==> config.mk <==
export PLATFORM = sky130hd
export DESIGN_NAME = ifetch_prefetch_flat
export DESIGN_NICKNAME = d
export VERILOG_FILES = /design/src/rtl/master_bus_if.sv /design/src/rtl/ifetch_prefetch.sv /design/src/flat_wrapper.sv
export SDC_FILE = /design/constraint.sdc
export NUM_CORES = 1
export LEC_CHECK = 0
export CORE_MARGIN = 1
export CORE_UTILIZATION = 32
export CTS_CLUSTER_DIAMETER = 60
export DETAILED_ROUTE_END_ITERATION = 10
export GPL_ROUTABILITY_DRIVEN = 0
export PLACE_DENSITY_LB_ADDON = 0.2
export RECOVER_POWER = 100
export SLEW_MARGIN = 20
export SYNTH_ARGS = -nofsm -noshare
export SYNTH_HDL_FRONTEND = slang
export SYNTH_SLANG_ARGS = --single-unit
==> constraint.sdc <==
create_clock -name clk -period 6.39 [get_ports clk]
set_input_delay 1.278 -clock clk [delete_from_list [all_inputs] [get_ports clk]]
set_output_delay 1.278 -clock clk [all_outputs]
set_load 0.1 [all_outputs]
==> src/rtl/master_bus_if.sv <==
// Master-side bus bundle shared by the fetch unit and its memory port.
// The master drives the request, the slave returns rdata and bdone.
package master_bus_pkg;
    typedef enum logic {
        BUS_READ  = 1'b0,
        BUS_WRITE = 1'b1
    } ttype_e;

    typedef enum logic [1:0] {
        SZ_BYTE = 2'b00,
        SZ_HALF = 2'b01,
        SZ_WORD = 2'b10
    } tsize_e;
endpackage

interface master_bus_if;
    import master_bus_pkg::*;

    logic [31:0] addr;
    logic        ss;
    ttype_e      ttype;
    tsize_e      tsize;
    logic [31:0] wdata;
    logic [31:0] rdata;
    logic        bdone;

    modport master (
        output addr, ss, ttype, tsize, wdata,
        input  rdata, bdone
    );

    modport slave (
        input  addr, ss, ttype, tsize, wdata,
        output rdata, bdone
    );
endinterface

==> src/rtl/ifetch_prefetch.sv <==
// Sequential instruction fetch with a small prefetch FIFO.
// Redirect flushes the buffer and restarts fetch at a new address.
module ifetch_prefetch
    import master_bus_pkg::*;
#(
    parameter int          DEPTH    = 4,
    parameter logic [31:0] RESET_PC = 32'h0000_0000
) (
    input  logic         clk,
    input  logic         rst,
    master_bus_if.master ibus,
    input  logic         redirect,
    input  logic [31:0]  redirect_pc,
    output logic [31:0]  instr,
    output logic [31:0]  instr_pc,
    output logic         instr_valid,
    input  logic         instr_ready
);

    localparam int AW = $clog2(DEPTH);
    localparam logic [AW:0] FULL = (AW + 1)'(DEPTH);

    logic [31:0] fetch_pc_q, fetch_pc_d;
    logic [AW-1:0] rd_ptr_q, rd_ptr_d;
    logic [AW-1:0] wr_ptr_q, wr_ptr_d;
    logic [AW:0] count_q, count_d;

    logic [31:0] pc_mem [DEPTH];
    logic [31:0] ins_mem [DEPTH];

    logic push;
    logic pop;

    assign ibus.ss    = !rst && !redirect && (count_q < FULL);
    assign ibus.addr  = fetch_pc_q;
    assign ibus.ttype = BUS_READ;
    assign ibus.tsize = SZ_WORD;
    assign ibus.wdata = '0;

    assign instr_valid = (count_q != '0);
    assign instr       = ins_mem[rd_ptr_q];
    assign instr_pc    = pc_mem[rd_ptr_q];

    assign push = ibus.ss && ibus.bdone;
    assign pop  = instr_valid && instr_ready;

    always_comb begin
        fetch_pc_d = fetch_pc_q;
        rd_ptr_d   = rd_ptr_q;
        wr_ptr_d   = wr_ptr_q;
        count_d    = count_q;
        if (redirect) begin
            fetch_pc_d = {redirect_pc[31:2], 2'b00};
            rd_ptr_d   = '0;
            wr_ptr_d   = '0;
            count_d    = '0;
        end else begin
            if (push) begin
                fetch_pc_d = fetch_pc_q + 32'd4;
                wr_ptr_d   = wr_ptr_q + 1'b1;
            end
            if (pop) begin
                rd_ptr_d = rd_ptr_q + 1'b1;
            end
            unique case ({push, pop})
                2'b10:   count_d = count_q + 1'b1;
                2'b01:   count_d = count_q - 1'b1;
                default: count_d = count_q;
            endcase
        end
    end

    always_ff @(posedge clk or posedge rst) begin
        if (rst) begin
            fetch_pc_q <= RESET_PC;
            rd_ptr_q   <= '0;
            wr_ptr_q   <= '0;
            count_q    <= '0;
        end else begin
            fetch_pc_q <= fetch_pc_d;
            rd_ptr_q   <= rd_ptr_d;
            wr_ptr_q   <= wr_ptr_d;
            count_q    <= count_d;
        end
    end

    // Storage needs no reset: count gates visibility of every entry.
    always_ff @(posedge clk) begin
        if (push) begin
            pc_mem[wr_ptr_q]  <= fetch_pc_q;
            ins_mem[wr_ptr_q] <= ibus.rdata;
        end
    end

endmodule
==> src/flat_wrapper.sv <==
// flat-port wrapper written by rule: the top's interface ports become plain ports
module ifetch_prefetch_flat import master_bus_pkg::*;
#(
    parameter int          DEPTH    = 4,
    parameter logic [31:0] RESET_PC = 32'h0000_0000
)
  (clk, rst, redirect, redirect_pc, instr, instr_pc, instr_valid, instr_ready, ibus_addr, ibus_ss, ibus_ttype, ibus_tsize, ibus_wdata, ibus_rdata, ibus_bdone);
  master_bus_if ibus_i ();
  input  logic clk;
  input  logic rst;
  input  logic redirect;
  input  logic [31:0] redirect_pc;
  output logic [31:0] instr;
  output logic [31:0] instr_pc;
  output logic instr_valid;
  input  logic instr_ready;
  output wire logic [$bits(ibus_i.addr)-1:0] ibus_addr;
  output wire logic [$bits(ibus_i.ss)-1:0] ibus_ss;
  output wire logic [$bits(ibus_i.ttype)-1:0] ibus_ttype;
  output wire logic [$bits(ibus_i.tsize)-1:0] ibus_tsize;
  output wire logic [$bits(ibus_i.wdata)-1:0] ibus_wdata;
  input wire logic [$bits(ibus_i.rdata)-1:0] ibus_rdata;
  input wire logic [$bits(ibus_i.bdone)-1:0] ibus_bdone;
  assign ibus_addr = ibus_i.addr;
  assign ibus_ss = ibus_i.ss;
  assign ibus_ttype = ibus_i.ttype;
  assign ibus_tsize = ibus_i.tsize;
  assign ibus_wdata = ibus_i.wdata;
  assign ibus_i.rdata = ibus_rdata;
  assign ibus_i.bdone = ibus_bdone;
  ifetch_prefetch #(.DEPTH(DEPTH), .RESET_PC(RESET_PC)) u_core (.clk(clk), .rst(rst), .ibus(ibus_i), .redirect(redirect), .redirect_pc(redirect_pc), .instr(instr), .instr_pc(instr_pc), .instr_valid(instr_valid), .instr_ready(instr_ready));
endmodule
==> results.yml <==
logic_synthesis:
  synth-edff-count: 248
  synth.yosys.seq_area_share_pct: 73.23
  syn_inst: 615
  avgSynthCellArea_um2: 18.59
  synthArstFlopShare_pct: 12.98
  synth_area_um2: 11430
  ys.flop_type: "edfxtp_1"
  synth_cell_type_count: 45
  ys_seq_elements: 285
  yosys_warnings: 0
clocking:
  cts_resized: 0
  cts_max_level: 2
  cts_max_path_buffers: 3
  clock_sinks: 285
  cts_root_buf: "clkbuf_16"
  cts_buffers: 36
  tritoncts: "done"
  clk_latency_ps: 500
  cts.clk_slew.worst_paths_ps: 50
  cts_setup_buffers: 0
  holdBufCountCts: 0
power:
  power_frac_clock_pct: 29.8
  sw_frac_of_total_pct: 40.02
  p_leak_nw: 4.770
  power_density_nw_per_um2: 440.6
  pwr-share-comb_pct: 35.2
  seqPwrFrac_pct: 35.0
  peakVddDrop_mv: 0.2804
  internal_power_mw: 3.851
  p_switching_mw: 2.570
layout:
  multi_input_area_um2: 2751
  finalInstanceArea_um2: 14580
  fill_cells: 3155
  regArea_um2: 8378
  syn_to_final_growth_pct: 27.48
  mostFrequentLayoutCell: "edfxtp_1"
  nNetsFinal: 867
  mostFrequentLayoutCells: "edfxtp_1 (248), dlygate4sd3_1 (126), mux4_2 (62), conb_1 (39), clkbuf_16 (37)"
  drive_above_1_share_pct: 15.89
worst_setup_path:
  crit_slowest_cell: "clkbuf_1"
  slowest_delay_ps: 900
  path_class: "primary input to primary output"
  critPathCaptureType: "primary output"
  crit_path_cell_trace: "dlygate4sd3_1 > clkbuf_1 > nor3_1 > clkbuf_1"
  arrival_ps: 3980
  crit_top_cell: "clkbuf_1"
  cp_top_family: "buffers and inverters"
  startpoint_type: "primary input"
  critPathMaxFanout: 40
  crit_buf_inv: 3
  worst_ep_required_time_ps: 5110
timing:
  rsz0062_at_grt: "no"
  maxSlewHeadroom_pct: -60.49
  fmax_mhz: 190.4
  worst_pin_slew_ps: 2406
  fin_crit_ps: 5253
  fin_crit_sh_pct: 82.21
  maxSlewViolCount: 320
  skew_ps: 9.068
  setup_viol: 0
  hold_viol_final: 0
  fin_tns_setup_ps: 0
outcome:
  run_status: "finished, violations left"
  violations: "max-capacitance violations, max-slew violations"
detailed_routing:
  num_vias: 6085
  drt_wl_total_mm: 24.62
  dr.pass1.iters: 7
  antenna_left: 0
  avgViaCountPerCell: 4.776
  wire_per_inst_um: 19.33
  drc: 0
  drt_iter0_markers: 346
floorplanning:
  dieArea_um2: 36490
  die_h_um: 191.0
  die_w_um: 191.0
  start_util_pct: 32.78
  rows: 68
  core_um2: 34880
  io_pins: 202
run:
  drv_cap: 7
place:
  port_buffers: 160
  dpl-instance-area_um2: 13380
  dp_hpwl_mm: 14.23
grt:
  grt_pass1_vias: 6284
  grt_max_degree: 64
  grt-ovfl-total: 0
  track_usage_pct: 13.78
  antenna_found_initial: 0
  grt_pass1_wl_mm: 37.72
min_path:
  hp-class: "flip-flop to flip-flop"
-- metrics by stage --
step | power (mW) | std cells | util, % | hold WS [ps] | worst slack (ps)
final | 6.421 | 1274 | 41.78 | 574.0 | 1137
after global routing | 6.665 | 1273 | 41.78 | 603.2 | 890.8
after CTS | 6.568 | 1270 | 41.60 | 577.3 | 1403
after global placement | 4.626 | 1206 | 38.36 | 567.0 | 1958
after detailed placement | 4.630 | 1206 | 38.36 | 570.1 | 1900
after floorplan | 4.115 | 652 | - | 539.3 | 1362
-- final timing paths --
path	cells after the start	to	slack, ps	start
setup / recovery	4	ibus_ss	1140	redirect
hold / removal	2	u_core.wr_ptr_q[1]	570	u_core.wr_ptr_q[1]
setup reg to reg	3	u_core.ins_mem[3][31]	2540	u_core.count_q[2]
hold reg to reg	2	u_core.wr_ptr_q[1]	570	u_core.wr_ptr_q[1]
max in group asynchronous	3	u_core.rd_ptr_q[0]	2810	rst
min in group asynchronous	2	u_core.ibus.addr[6]	1250	rst
-- tightest hold or removal path, delay by kind of cell, from the launching register on --
kind / cells / cell delay (ps)
flip-flops: 1 / 410
AND/OR/NAND/NOR: 1 / 70
AO/OA/AOI/OAI: 1 / 60
-- registers in the layout, indices dropped and copies added (netlist names) --
name,flops
u_core.ibus.addr,30
u_core.rd_ptr_q,2
u_core.wr_ptr_q,2
u_core.pc_mem,120
u_core.ins_mem,128
u_core.count_q,3
-- cell type report --
| type | count | share of cell area (%) |
|---|---|---|
| antenna | 1 | 0.01717 |
| clock buffer | 49 | 6.730 |
| clock inverter | 15 | 1.013 |
| inverter | 8 | 0.2060 |
| multi-input combinational | 292 | 18.88 |
| sequential | 285 | 57.48 |
| tap | 455 | 3.906 |
| timing repair buffer | 169 | 11.77 |
-- power by group through the flow --
stage | registers [mW] | logic, mW | clock network (mW)
final | 2.25 | 2.26 | 1.91
after global routing | 2.27 | 2.36 | 2.04
after CTS | 2.31 | 2.28 | 1.97
after detailed placement | 2.35 | 2.28 | 0
after global placement | 2.35 | 2.28 | 0
after floorplan | 2.33 | 1.79 | 0
-- per-layer routing --
metal	wire length, µm	up-vias	global-route usage (%)
li1	-	2763	-
met3	1512	37	3.378
met1	11200	3086	18.68
met4	466	0	4.246
met2	11450	199	21.74
met5	0	-	0
-- Yosys cell counts (all sizes together) (5+ instances only) --
library cell | n | share of area, %
nor2 | 20 | 0.66
edfxtp | 248 | 65
dfrtp | 37 | 8.1
ha | 5 | 0.55
nand3 | 12 | 0.53
or4 | 17 | 1.1
xnor2 | 9 | 0.69
inv | 8 | 0.26
mux4 | 62 | 12
nand4 | 6 | 0.33
o21ai | 12 | 0.53
buf | 49 | 3.0
a31oi | 13 | 0.71
clkbuf | 17 | 0.56
nand2 | 30 | 0.98
and2 | 6 | 0.33
o31ai | 14 | 0.92
nor3 | 7 | 0.31
-- cells by family (layout without fill, tap and decap cells) --
kind of cell             Yosys count  count (layout)  share of synthesized area [%]
AND/OR/NAND/NOR                  121             121                          5.822
flip-flops                       285             285                          73.23
adder cells (fa/ha/maj)            6               6                         0.7223
XOR/XNOR                          13              13                         0.9958
buffers and inverters             75             241                          3.940
multiplexers                      65              65                          12.49
other                              2              40                        0.06568
AO/OA/AOI/OAI                     48              48                          2.736
Note: power is estimated with default switching activity, not from simulation.
